--- config.mk ---
export PLATFORM = sky130hd
export DESIGN_NAME = random_key_serializer
export DESIGN_NICKNAME = d
export VERILOG_FILES = /design/src/rtl/random_key_serializer.sv
export SDC_FILE = /design/constraint.sdc
export NUM_CORES = 1
export LEC_CHECK = 0
export ABC_AREA = 1
export CORE_ASPECT_RATIO = 0.7
export CORE_UTILIZATION = 46
export CTS_CLUSTER_SIZE = 14
export DETAILED_ROUTE_END_ITERATION = 8
export GPL_ROUTABILITY_DRIVEN = 0
export MAX_ROUTING_LAYER = met4
export PLACE_DENSITY = 0.76
export SLEW_MARGIN = 20
export SYNTH_ARGS = -nofsm -noshare
export SYNTH_HDL_FRONTEND = slang
export SYNTH_SLANG_ARGS = --single-unit
--- constraint.sdc ---
create_clock -name clock -period 2 [get_ports clock]
set_clock_uncertainty 0.1 [all_clocks]
set_input_delay 0.5 -clock clock [delete_from_list [all_inputs] [get_ports clock]]
set_output_delay 0.5 -clock clock [all_outputs]
set_load 0.005 [all_outputs]
--- src/rtl/random_key_serializer.sv ---
// random_key_serializer: snapshots the 256-bit entropy buffer after SAMPLES_NEEDED fresh ready edges and streams it LSB-byte-first over valid/ack.
//   clock/reset_n (sync, active-low); ready: sample strobe (rising edges counted); buffer: entropy source;
//   key_request: start (IDLE only); key_byte/key_valid: registered byte stream; key_ack: consumer accept;
//   key_busy: not IDLE; key_done: one-cycle pulse after last ack.
//   KEY_FOLD_EN: when defined, each snapshot is XOR-folded into the previous key instead of replacing it.
module random_key_serializer #(
  parameter int SAMPLES_NEEDED = 32,
  parameter int COUNT_W = 6
) (
  input  logic         clock,
  input  logic         reset_n,
  input  logic         ready,
  input  logic [255:0] buffer,
  input  logic         key_request,
  output logic [7:0]   key_byte,
  output logic         key_valid,
  input  logic         key_ack,
  output logic         key_busy,
  output logic         key_done
);
  typedef enum logic [2:0] {IDLE, GATHER, LATCH, SEND, DONE} state_t;
  localparam logic [COUNT_W-1:0] N = COUNT_W'(SAMPLES_NEEDED);
  state_t r_state, w_next;
  logic [COUNT_W-1:0] r_count;
  logic [4:0] r_idx;
  logic r_ready_q;
  logic [255:0] r_key;
  logic [255:0] w_snap;
  logic [4:0] w_nidx;
  logic w_edge, w_full, w_accept;
  assign w_edge = ready & ~r_ready_q;
  // The edge that brings the count to N moves straight to LATCH.
  assign w_full = w_edge && (r_count + 1'b1 == N);
  assign w_accept = (r_state == SEND) && key_valid && key_ack;
  assign w_nidx = r_idx + 5'd1;
`ifdef KEY_FOLD_EN
  assign w_snap = r_key ^ buffer;
`else
  assign w_snap = buffer;
`endif
  assign key_busy = r_state != IDLE;
  assign key_done = r_state == DONE;
  always_ff @(posedge clock)
    if (!reset_n) r_state <= IDLE;
    else r_state <= w_next;
  always_comb begin
    w_next = r_state;
    case (r_state)
      IDLE:    w_next = key_request ? GATHER : IDLE;
      GATHER:  w_next = w_full ? LATCH : GATHER;
      LATCH:   w_next = SEND;
      SEND:    w_next = (w_accept && r_idx == 5'd31) ? DONE : SEND;
      default: w_next = IDLE;
    endcase
  end
  always_ff @(posedge clock) begin
    if (!reset_n) begin
      r_ready_q <= 1'b0;
      r_count   <= '0;
      r_idx     <= '0;
      r_key     <= '0;
      key_byte  <= '0;
      key_valid <= 1'b0;
    end else begin
      r_ready_q <= ready;
      if (r_state == IDLE && key_request) r_count <= '0;
      else if (r_state == GATHER && w_edge && r_count != N) r_count <= r_count + 1'b1;
      if (r_state == LATCH) begin
        r_key     <= w_snap;
        r_idx     <= '0;
        key_byte  <= w_snap[7:0];
        key_valid <= 1'b1;
      end else if (w_accept) begin
        r_idx     <= w_nidx;
        key_byte  <= r_key[{w_nidx, 3'b000} +: 8];
        key_valid <= r_idx != 5'd31;
      end
    end
  end
endmodule

After elaboration in Yosys (flattened, before gate mapping)
Index checks and enable logic that the tools add are counted.
{ "totals": {"register_bits": 280, "inputBits": 261, "out_inout_bits": 11} }
{ "op_classes": {"addsub": 2, "n_eq_ne": 8, "n_shift": 1, "n_mux": 8, "n_bitwise": 3, "reduce_logical": 12} }
{ "op_table": {"columns": ["cell", "count"], "rows": [
  ["256-bit by 9-bit indexed part select with 8-bit output", 1],
  ["8-bit two-way mux", 2],
  ["3-bit case mux with 4 select lines", 1],
  ["1-bit logical AND", 7],
  ["6-bit by 1-bit adder with 6-bit output (second input constant)", 1],
  ["3-bit by 2-bit equality test with 1-bit output (second input constant)", 2],
  ["6-bit equality test (second input constant)", 1],
  ["6-bit inequality test (second input constant)", 1],
  ["5-bit by 1-bit adder with 5-bit output (second input constant)", 1],
  ["5-bit equality test (second input constant)", 1],
  ["5-bit inequality test (second input constant)", 1],
  ["2-bit OR reduction", 2],
  ["3-bit by 1-bit equality test with 1-bit output (second input constant)", 1],
  ["3-bit equality test (second input constant)", 1],
  ["3-bit logical NOT", 1],
  ["1-bit two-way mux", 3],
  ["3-bit two-way mux", 1],
  ["3-bit nonzero test", 1],
  ["2-bit two-way mux", 1],
  ["1-bit inverter", 2],
  ["2-bit nonzero test", 1],
  ["1-bit AND", 1]
]} }

Depth between registers and ports, before layout
Gate-level depths: netlist (run 1).
{ "depth": {"depth_word": 6, "depth_mapped": 11, "mapped_depth_nobuf": 10} }

Worst setup path after synthesis (run 1)
No wires, ideal clock.
{ "synth_path": {"path_kind": "reg2reg", "startpoint": "register r_idx[0]", "endpoint": "register key_byte[4]", "setup_ps": 70, "arrival_time_ps": 1708, "path_slack_ps": 122, "stages_incl_launch_ff": 10, "path_buffers": 1, "cell_sequence": "dfxtp_1 > ha_1 > nand2_1 > nor2_1 > ha_1 > clkbuf_1 > clkinv_1 > nand3_1 > nand3_1 > a21oi_1"} }
{ "synth_via": {"elab_chain_len": 4} }
{ "synth_rtl": {"columns": ["element", "line", "source"], "rows": [
  ["start, declared", "25", "logic [4:0] r_idx;"],
  ["start signal, assigned", "74", "r_idx <= w_nidx;"],
  ["5-bit by 1-bit adder with 5-bit output", "35", "assign w_nidx = r_idx + 5'd1;"],
  ["via w_nidx[4]", "29", "logic [4:0] w_nidx;"],
  ["256-bit by 9-bit indexed part select with 8-bit output", "75", "key_byte <= r_key[{w_nidx, 3'b000} +: 8];"],
  ["8-bit two-way mux", "73", "end else if (w_accept) begin"],
  ["8-bit two-way mux", "68", "if (r_state == LATCH) begin"],
  ["end signal, assigned", "71", "key_byte <= w_snap[7:0];"],
  ["end signal, assigned", "75", null],
  ["end, declared", "15", "output logic [7:0] key_byte,"]
]} }
The timed path passes the listed nets, and every way through them passes these cells. The select of a mux whose other input is x is not followed.
A chain may end at the register's enable or synchronous reset.

Final worst setup path (run 1)
{ "layout_path": {"startpoint": "register r_state[0]", "endpoint": "output key_busy"} }
{ "layout_via": {"elab_chain_len": 1} }
{ "layout_rtl": {"columns": ["element", "line", "source"], "rows": [
  ["start, declared", "23", "state_t r_state, w_next;"],
  ["start signal, assigned", "45", "else r_state <= w_next;"],
  ["3-bit nonzero test", "41", "assign key_busy = r_state != IDLE;"],
  ["end, declared", "18", "output logic key_busy,"]
]} }
No other way between the ends.

==> results.md, run 1 <==
- Outcome: complete, no violations
- Routed WL: 39200 um
- Antenna Nets Post-Route: 0
- Register area share after synthesis: 44.9%
- Comb pwr share: 6.5%
- Die W: between 150 and 200 um
- Crit. path cell count: 3
- Minimum clock period: between 1.5 and 2 ns
- Core Area: ~0.027 mm2
- TritonRoute pass-1 iters: 7
- CTS tree: yes
- Die footprint: between 0.02 and 0.03 mm2
- Max-slew violations: 0
- First-pass GRT wire length: 60900 um
- Total I/O pin count: 272
- Sw Ratio: 21.1%
- CP Class: reg2out
- Crit path DAT: 1.33 ns
- Std cell rows: 50
- Clock latency at the later pin of the worst-skew pair: ~0.55 ns
- Post-route cell area: 0.0166 mm2
- Syn nets: 2077
- Post-synth EDFFs: 0
- Post-route setup TNS: 0 ns
- FMAX: 519 MHz
- Slew @ Worst Pin: 0.568 ns
- DIE HEIGHT: roughly 140 um
- Critical Path Max Stage Delay: 0.36 ns
- Yosys cell types: 28
- Yosys top cell by area: dfxtp_1
- Critical path cell sequence: inv_1, nand3_1, dlygate4sd2_1
- # clock sinks: 280
- Routed length per instance: 16.3 um
- Number of DRC markers in iteration 0: 1262
- Core Util, Final: 62.1%
- PwrDens: ~700 mW/mm2
- Initial antenna violation count: 3
- Synthesized flop and latch total: 280
- Residual DRC: 0
- Final cell count without fillers: 2404
- Commonest non-fill, non-tap cell in the layout: nand2_1
- Area contributors post-synth: dfxtp_1 (45%), o21ai_0 (10%), nand3_1 (9.5%), nand2_1 (9.0%), a21oi_1 (8.7%)
- Cts hold-fix bufs: 0
- Crit share post-route: between 90% and 100%
- DPL Wire Length: 27600 um
- Vias: between 10000 and 15000
- Reg2reg path depth: 8
- Vias per cell: about 5.3
- Clock Pin Slew Worst Setup and Hold Paths: 0.06 ns
- Port Buffers: 271
- Leakage: 6.61 nW
- WP buf/inv: 2
- Crit path launch type: flip-flop
- FFs w/ async S/R, synth: 0%
- Mapped Avg Cell Area: approximately 6.9 um2
- Most frequent cells in the layout: nand2_1 (299), dfxtp_1 (275), clkdlybuf4s50_1 (259)
- Maximum VDD drop: a little under 0.6 mV
- Tot GR Track Use: 28.3%
- Most used DFF post-synth: dfxtp_1
- Worst Path Max Fanout: 4
- Postcts setup bufs: 0
- Fraction of layout cells with a size suffix above 1: 5.50%
- Hold path cells: 3
- Relative max-transition margin: 62.1%
- Final hold vios: 0
- Setup slack after layout: 0.0735 ns
- Largest net degree at the start of global routing: 113
- CTS H-Tree Depth: 1
- Share of Yosys cell area claimed by the top area cell type: 44.9%
- Req. time, crit path: between 1 and 1.5 ns
- Clk root buf: clkbuf_16
- Critical path's top delay family: buffers and inverters
- MaxCap Viol Count: 0
- Clock Power Share: 45.7%
- CP max-delay cell: dfxtp_4
- Vias in the first global route: 11600
- Initial Util: 46.7%
- Number of fillers in the final layout: 2463
- Worst Hold Class: in2reg
- Net Sw Power: 0.00246 W
- Area delta synth->final: 33.0%
- Internal power: 0.00922 W
- Yosys Warn Count: 0
- # setup viols final: 0
- GRT overflow: 0
- Cells after DPL: 2350
- RSZ-0062 raised after global routing: no
- Post-synthesis cell area: 0.0125 mm2
- Post-Syn Instances: 1811
- Total Nets Final: 2283
- CTS buffer count: 28
- DP Worst Slack: -0.0261 ns
- Register share of total power: 47.8%
- CTS Buffer Depth: 3
- Post-DP Area: between 0.015 and 0.02 mm2
- Critical Path End Type: output pin
routing by layer:
metal,vias to the layer above,GRT usage [%],share of wire (%)
met5,-,-,0
met4,0,5.59,1.8
met3,48,4.92,8.6
met2,508,40.6,43
met1,5795,41.3,47
li1,6319,-,-
logic make-up (layout without fill, tap and decap cells):
| family | after synthesis | after routing | share of synthesized area (%) |
|---|---|---|---|
| flops | 280 | 280 | 44.9 |
| fa+ha+maj | 5 | 5 | 0.501 |
| buf+inv | 344 | 570 | 10.8 |
| compound gates | 486 | 486 | 19.8 |
| other cells | 0 | 3 | 0 |
| xor+xnor | 6 | 6 | 0.541 |
| simple gates | 690 | 690 | 23.5 |
power by group through the flow:
stage	logic [W]	clock network [W]	registers [W]
4_1_cts	0.000760	0.00540	0.00558
6_report	0.000761	0.00534	0.00558
3_3_place_gp	0.000755	0	0.00571
2_1_floorplan	0.000151	0	0.00571
3_5_place_dp	0.000752	0	0.00571
5_1_grt	0.000810	0.00565	0.00558
through the flow:
step / total power [W] / hold slack, ns
5_1_grt: 0.0120 / 0.220
2_1_floorplan: 0.00586 / 0.329
3_3_place_gp: 0.00646 / 0.337
6_report: 0.0117 / 0.217
4_1_cts: 0.0117 / 0.203
3_5_place_dp: 0.00646 / 0.342
synthesized netlist by cell type, types with 3 or more instances:
master,instances
inv_2,4
buf_1,13
nand2_1,299
a21oi_1,216
nand3_1,236
o21ai_0,256
inv_1,201
buf_2,41
o211ai_1,8
xor2_1,3
a211oi_1,6
ha_1,5
dfxtp_1,280
nor2_1,141
nand4_1,5
clkbuf_1,82
sequential cells by signal, summed over array words and instances (netlist names):
| name | count |
|---|---|
| key_valid | 1 |
| key_byte | 8 |
| r_ready_q | 1 |
| r_count | 6 |
| r_key | 256 |
| r_state | 3 |
| r_idx | 5 |
worst reg2reg max path: cells and delay by family, from the launching register on:
family | cells | cell delay (ns)
and+or+nand+nor | 5 | 0.63
DFF | 1 | 0.39
adders and majority gates | 1 | 0.32
buffers and inverters | 1 | 0.27
AOI/OAI and AO/OA | 1 | 0.15
area by class of cell:
| type | instances | area [um2] | share of cell area (%) |
|---|---|---|---|
| Sequential cell | 280 | 5620 | 33.8 |
| Multi-Input combinational cell | 1187 | 5550 | 33.5 |
| Timing Repair Buffer | 314 | 3240 | 19.5 |
| Clock buffer | 44 | 883 | 5.32 |
| Inverter | 206 | 788 | 4.75 |
| Tap cell | 364 | 455 | 2.74 |
| Clock inverter | 6 | 55.1 | 0.332 |
| Antenna cell | 3 | 7.51 | 0.0452 |
what timing repair did:
item	4_1_cts	5_1_grt
gates resized for setup	17	12
hold endpoints to repair	0	0
cloned	1	0
setup endpoints to repair	12	10
final timing paths:
path / start / end / slack [ns]
setup / recovery: r_state[0] / key_busy / 0.07
hold reg to reg: r_key[122] / r_key[122] / 0.35
hold / removal: reset_n / r_key[54] / 0.22
setup reg to reg: r_idx[0] / key_byte[5] / 0.08
No activity file was read; power rests on OpenSTA's default activity.
==> run 2: changes to the inputs <==
CORE_UTILIZATION = 35   (was 46)
PLACE_DENSITY = not set   (was 0.76)
==> results.md, run 2 (synthesis results as in run 1) <==
- Largest net degree at the start of global routing: 109 (-3.5%)
- DP Worst Slack: 0.0555 ns (+0.0816 ns)
- First-pass GRT wire length: 67100 um (+10%)
- Vias in the first global route: 12000 (+3.5%)
- Commonest non-fill, non-tap cell in the layout: nand2_1
- Initial antenna violation count: 3 (unchanged)
- Core Area: 0.0349 mm2 (+31%)
- Final hold vios: 0 (unchanged)
- Initial Util: 35.8% (-11 points)
- Leakage: 6.71 nW (+1.6%)
- Crit share post-route: 97.5% (+1.2 points)
- Req. time, crit path: 1.40 ns (about the same)
- Residual DRC: 0 (unchanged)
- WP buf/inv: 2 (unchanged)
- Routed length per instance: 17.2 um (+5.7%)
- Port Buffers: 271 (unchanged)
- Minimum clock period: 1.95 ns (+0.0231 ns)
- Clock Pin Slew Worst Setup and Hold Paths: 0.06 ns (about the same)
- Clk root buf: clkbuf_16
- Die W: 228 um (+14%)
- Top reg by flops: r_key
- Crit path launch type: flip-flop
- Setup slack after layout: 0.0504 ns (-0.0231 ns)
- Cells after DPL: 2462 (+4.8%)
- Final cell count without fillers: 2524 (+5.0%)
- Worst Path Max Fanout: 3 (-1)
- MaxCap Viol Count: 0 (unchanged)
- # clock sinks: 280 (unchanged)
- Clock latency at the later pin of the worst-skew pair: 0.56 ns (about the same)
- Critical path's top delay family: flip-flops
- DIE HEIGHT: 160 um (+14%)
- Std cell rows: 57 (+14%)
- TritonRoute pass-1 iters: 6 (-1)
- Total Nets Final: 2291 (+0.35%)
- Crit path DAT: 1.35 ns (+0.02 ns)
- Most frequent cells in the layout: nand2_1 (299), dfxtp_1 (275), clkdlybuf4s50_1 (259)
- Max reg flops: 256 (unchanged)
- DPL Wire Length: 31300 um (+13%)
- Number of DRC markers in iteration 0: 1149 (-9.0%)
- Slew @ Worst Pin: 0.461 ns (-0.107 ns)
- Outcome: complete, no violations
- Routed WL: 43500 um (+11%)
- Fraction of layout cells with a size suffix above 1: 6.34% (+0.85 points)
- CTS H-Tree Depth: 1 (unchanged)
- Number of fillers in the final layout: 3515 (+43%)
- # setup viols final: 0 (unchanged)
- Critical Path End Type: output pin
- Antenna Nets Post-Route: 0 (unchanged)
- CP max-delay cell: dfxtp_4
- Core Util, Final: 48.8% (-13 points)
- Vias: 12800 (+0.68%)
- Die footprint: 0.0364 mm2 (+31%)
- CTS tree: yes
- Largest registers: r_key (256), key_byte (8), r_count (6)
- Critical path cell sequence: buf_4, nor3_2, buf_2
- PwrDens: 729 mW/mm2 (+3.5%)
- Critical Path Max Stage Delay: 0.34 ns (-0.02 ns)
- Tot GR Track Use: 23.7% (-4.6 points)
- CTS Buffer Depth: 3 (unchanged)
- CP Class: reg2out
- GRT overflow: 0 (unchanged)
- Area delta synth->final: 36.3%
- Max-slew violations: 0 (unchanged)
- Vias per cell: 5.05 (-4.1%)
- Worst Hold Class: in2reg
- Total I/O pin count: 272 (unchanged)
- FMAX: 513 MHz (-1.2%)
- Maximum VDD drop: 0.527 mV (-11%)
- Relative max-transition margin: 68.9% (+6.8 points)
- CTS buffer count: 30 (+7.1%)
[run 2: cell types whose count changed in the layout (fill, tap and decap cells not counted), moves of 3 or more]
cell	change
clkbuf_8	+3
clkbuf_1	-4
buf_12	+4
clkbuf_16	+4
nand3_2	+3
nand3_1	-3
[run 2: routing by layer]
metal | share of wire (%) | up-vias | wire length, um | GRT usage (%)
li1 | - | 6328 | - | -
met1 | 49 | 5911 | 21300 | 34.1
met2 | 42 | 458 | 18200 | 34.1
met3 | 7.6 | 59 | 3310 | 4.88
met4 | 1.8 | 0 | 786 | 4.64
met5 | 0 | - | 0 | -
[run 2: final timing paths]
kind | slack, ns | cells after the start | end | startpoint
setup / recovery | 0.05 | 3 | key_done | r_state[0]
hold / removal | 0.18 | 3 | r_key[79] | reset_n
setup reg to reg | 0.10 | 8 | key_byte[3] | r_idx[1]
hold reg to reg | 0.35 | 2 | r_key[221] | r_key[221]
[run 2: per-stage QoR]
step | area [um2] | setup TNS, ns | hold WS [ns] | total power (W)
global route | 17000 | -0.00210 | 0.181 | 0.0128
detailed placement | 15800 | 0 | 0.341 | 0.00648
floorplan | 12500 | 0 | 0.329 | 0.00586
global placement | 15800 | 0 | 0.335 | 0.00649
finish | 17000 | 0 | 0.182 | 0.0124
CTS | 16900 | 0 | 0.163 | 0.0125
[run 2: area by class of cell]
class | instances | area, um2 | share of cell area [%]
sequential | 280 | 5620 | 33.0
multi-input combinational | 1187 | 5560 | 32.7
timing repair buffer | 320 | 3350 | 19.7
clock buffer | 45 | 960 | 5.64
inverter | 206 | 788 | 4.63
tap | 472 | 591 | 3.47
clock inverter | 11 | 139 | 0.816
antenna | 3 | 7.51 | 0.0441
[run 2: timing repair]
action / CTS / global route
setup buffers: 1 / 0
setup endpoints to repair: 11 / 9
pin swaps: 0 / 0
hold buffers: 0 / 0
resized for setup: 21 / 9
cloned: 0 / 2
[run 2: tightest hold or removal path, stage by stage]
cell     delay (ns)
buf_6          0.16
o21ai_0        0.09
a21oi_1        0.04
[run 2: report_power, final]
part	internal, W	switching (W)	leakage (nW)
clock	0.00369	0.00235	0.542
sequential	0.00558	0.00000406	2.26
combinational	0.000514	0.000266	3.91
total	0.00978	0.00262	6.71
==> run 3: changes to the inputs <==
CELL_PAD_IN_SITES_DETAIL_PLACEMENT = 1   (was not set)
CELL_PAD_IN_SITES_GLOBAL_PLACEMENT = 1   (was not set)
CORE_UTILIZATION = 32   (was 35)
PLACE_DENSITY_LB_ADDON = 0.1   (was not set)
==> results.md, run 3 (synthesis results as in run 1) <==
- Initial antenna violation count: 2 (-1)
- Tot Pwr: 0.0122 W (-1.6%)
- Maximum VDD drop: 0.668 mV (+27%)
- Req. time, crit path: 1.40 ns (about the same)
- Critical Path End Type: output pin
- GRT overflow: 0 (unchanged)
- CTS Buffer Depth: 3 (unchanged)
- Slew @ Worst Pin: 0.471 ns (+0.00985 ns)
- Top reg by flops: r_key
- RSZ-0062 raised after global routing: yes
- DP Worst Slack: -0.160 ns (-0.216 ns)
- Residual DRC: 0 (unchanged)
- CP Class: reg2out
- Commonest non-fill, non-tap cell in the layout: nand2_1
- CTS tree: yes
- Cts hold-fix bufs: 0 (unchanged)
- Post-route setup TNS: 0 ns (unchanged)
- DIE HEIGHT: 167 um (+4.5%)
- Critical path cell sequence: inv_2, nand3_1, dlygate4sd2_1
- Antenna Nets Post-Route: 0 (unchanged)
- Initial Util: 32.5% (-3.3 points)
- Most frequent cells in the layout: nand2_1 (299), dfxtp_1 (271), clkdlybuf4s50_1 (259)
- Total I/O pin count: 272 (unchanged)
- Clk root buf: clkbuf_16
- Relative max-transition margin: 68.6% (-0.33 points)
- Clock Pin Slew Worst Setup and Hold Paths: 0.06 ns (about the same)
- CP max-delay cell: dfxtp_4
- Std cell rows: 60 (+5.3%)
- # setup viols final: 0 (unchanged)
- Worst Hold Class: in2reg
- # clock sinks: 280 (unchanged)
- Clock latency at the later pin of the worst-skew pair: 0.58 ns (+0.02 ns)
- Fraction of layout cells with a size suffix above 1: 7.38% (+1.0 points)
- Die W: 238 um (+4.5%)
- Core Area: 0.0384 mm2 (+10%)
- Final hold vios: 0 (unchanged)
- DPL Wire Length: 34500 um (+10%)
- FMAX: 519 MHz (+1.1%)
- Final cell count without fillers: 2601 (+3.1%)
- Routed length per instance: 18.4 um (+6.6%)
- Hold slack: 0.175 ns (-0.00728 ns)
- Cells after DPL: 2543 (+3.3%)
- Minimum clock period: 1.93 ns (-0.0211 ns)
- Number of DRC markers in iteration 0: 795 (-31%)
- CTS H-Tree Depth: 1 (unchanged)
- Vias in the first global route: 13000 (+8.3%)
- Outcome: complete, no violations
- Port Buffers: 271 (unchanged)
- Max reg flops: 256 (unchanged)
- Largest registers: r_key (256), key_byte (8), r_count (6)
- PwrDens: 709 mW/mm2 (-2.7%)
- First-pass GRT wire length: 73300 um (+9.1%)
- Vias per cell: 4.92 (-2.6%)
- Die footprint: 0.0398 mm2 (+9.3%)
- Crit path launch type: flip-flop
- Tot GR Track Use: 24.1% (+0.38 points)
- MaxCap Viol Count: 0 (unchanged)
- Total Nets Final: 2317 (+1.1%)
- Leakage: 6.79 nW (+1.2%)
- Crit share post-route: 96.4% (-1.1 points)
- Vias: 12800 (+0.34%)
- CTS buffer count: 30 (unchanged)
- Worst Path Max Fanout: 4 (+1)
- Area delta synth->final: 37.9%
- Routed WL: 47800 um (+9.8%)
- Critical Path Max Stage Delay: 0.37 ns (+0.03 ns)
- Largest net degree at the start of global routing: 122 (+12%)
- Number of fillers in the final layout: 4801 (+37%)
- Crit path DAT: 1.33 ns (-0.02 ns)
- Setup slack after layout: 0.0715 ns (+0.0211 ns)
- Max-slew violations: 0 (unchanged)
- TritonRoute pass-1 iters: 5 (-1)
## run 3: changes by cell type in the layout (fill, tap and decap cells not counted), moves of 4 or more
cell	delta
buf_12	-4
dfxtp_1	-4
clkbuf_1	+4
clkbuf_8	-6
buf_6	+4
buf_4	+24
dfxtp_2	+5
## run 3: power by group
| group | switching, W | leakage (nW) | internal [W] | total (W) |
|---|---|---|---|---|
| registers | 0.00000634 | 2.26 | 0.00558 | 0.00559 |
| logic | 0.000276 | 4.03 | 0.000511 | 0.000787 |
| clock network | 0.00237 | 0.500 | 0.00346 | 0.00584 |
## run 3: area by class of cell
| type | instances | area (um2) | area share [%] |
|---|---|---|---|
| well taps | 527 | 659 | 3.83 |
| inverters | 206 | 793 | 4.61 |
| repair buffers | 346 | 3540 | 20.5 |
| multi-input cells | 1187 | 5580 | 32.4 |
| diodes | 2 | 5.00 | 0.0291 |
| clock buffers | 43 | 892 | 5.18 |
| clock inverters | 10 | 130 | 0.756 |
| flip-flops and latches | 280 | 5620 | 32.7 |
## run 3: worst paths after layout
check	startpoint	to	slack [ns]	cells after the start
setup reg to reg	r_idx[0]	key_byte[1]	0.08	10
setup / recovery	r_state[0]	key_busy	0.07	3
hold / removal	reset_n	r_ready_q	0.17	3
hold reg to reg	r_key[245]	r_key[245]	0.35	2
## run 3: through the flow
| stage | cell area (um2) | utilization [%] |
|---|---|---|
| after floorplan | 12500 | - |
| after global placement | 16000 | 41.7 |
| after detailed placement | 16000 | 41.7 |
| after CTS | 17100 | 44.5 |
| after global routing | 17200 | 44.8 |
| final | 17200 | 44.8 |
## run 3: critical path: cells and delay by family (launching register included)
| kind | cells | cell delay, ns |
|---|---|---|
| simple gates | 1 | 0.06 |
| flops | 1 | 0.37 |
| buf+inv | 2 | 0.33 |
## run 3: metal layers
layer	vias up	GRT usage, %	part of all wire (%)
li1	6380	-	-
met1	6125	32.9	49
met2	229	37.8	45
met3	66	3.05	3.7
met4	0	5.94	2.4
met5	-	-	0
## run 3: what timing repair did
item	in CTS	in global routing
gates cloned	1	2
endpoints found under the setup margin	19	16
resized for setup	26	17
buffers inserted	0	0
pin swaps	0	0
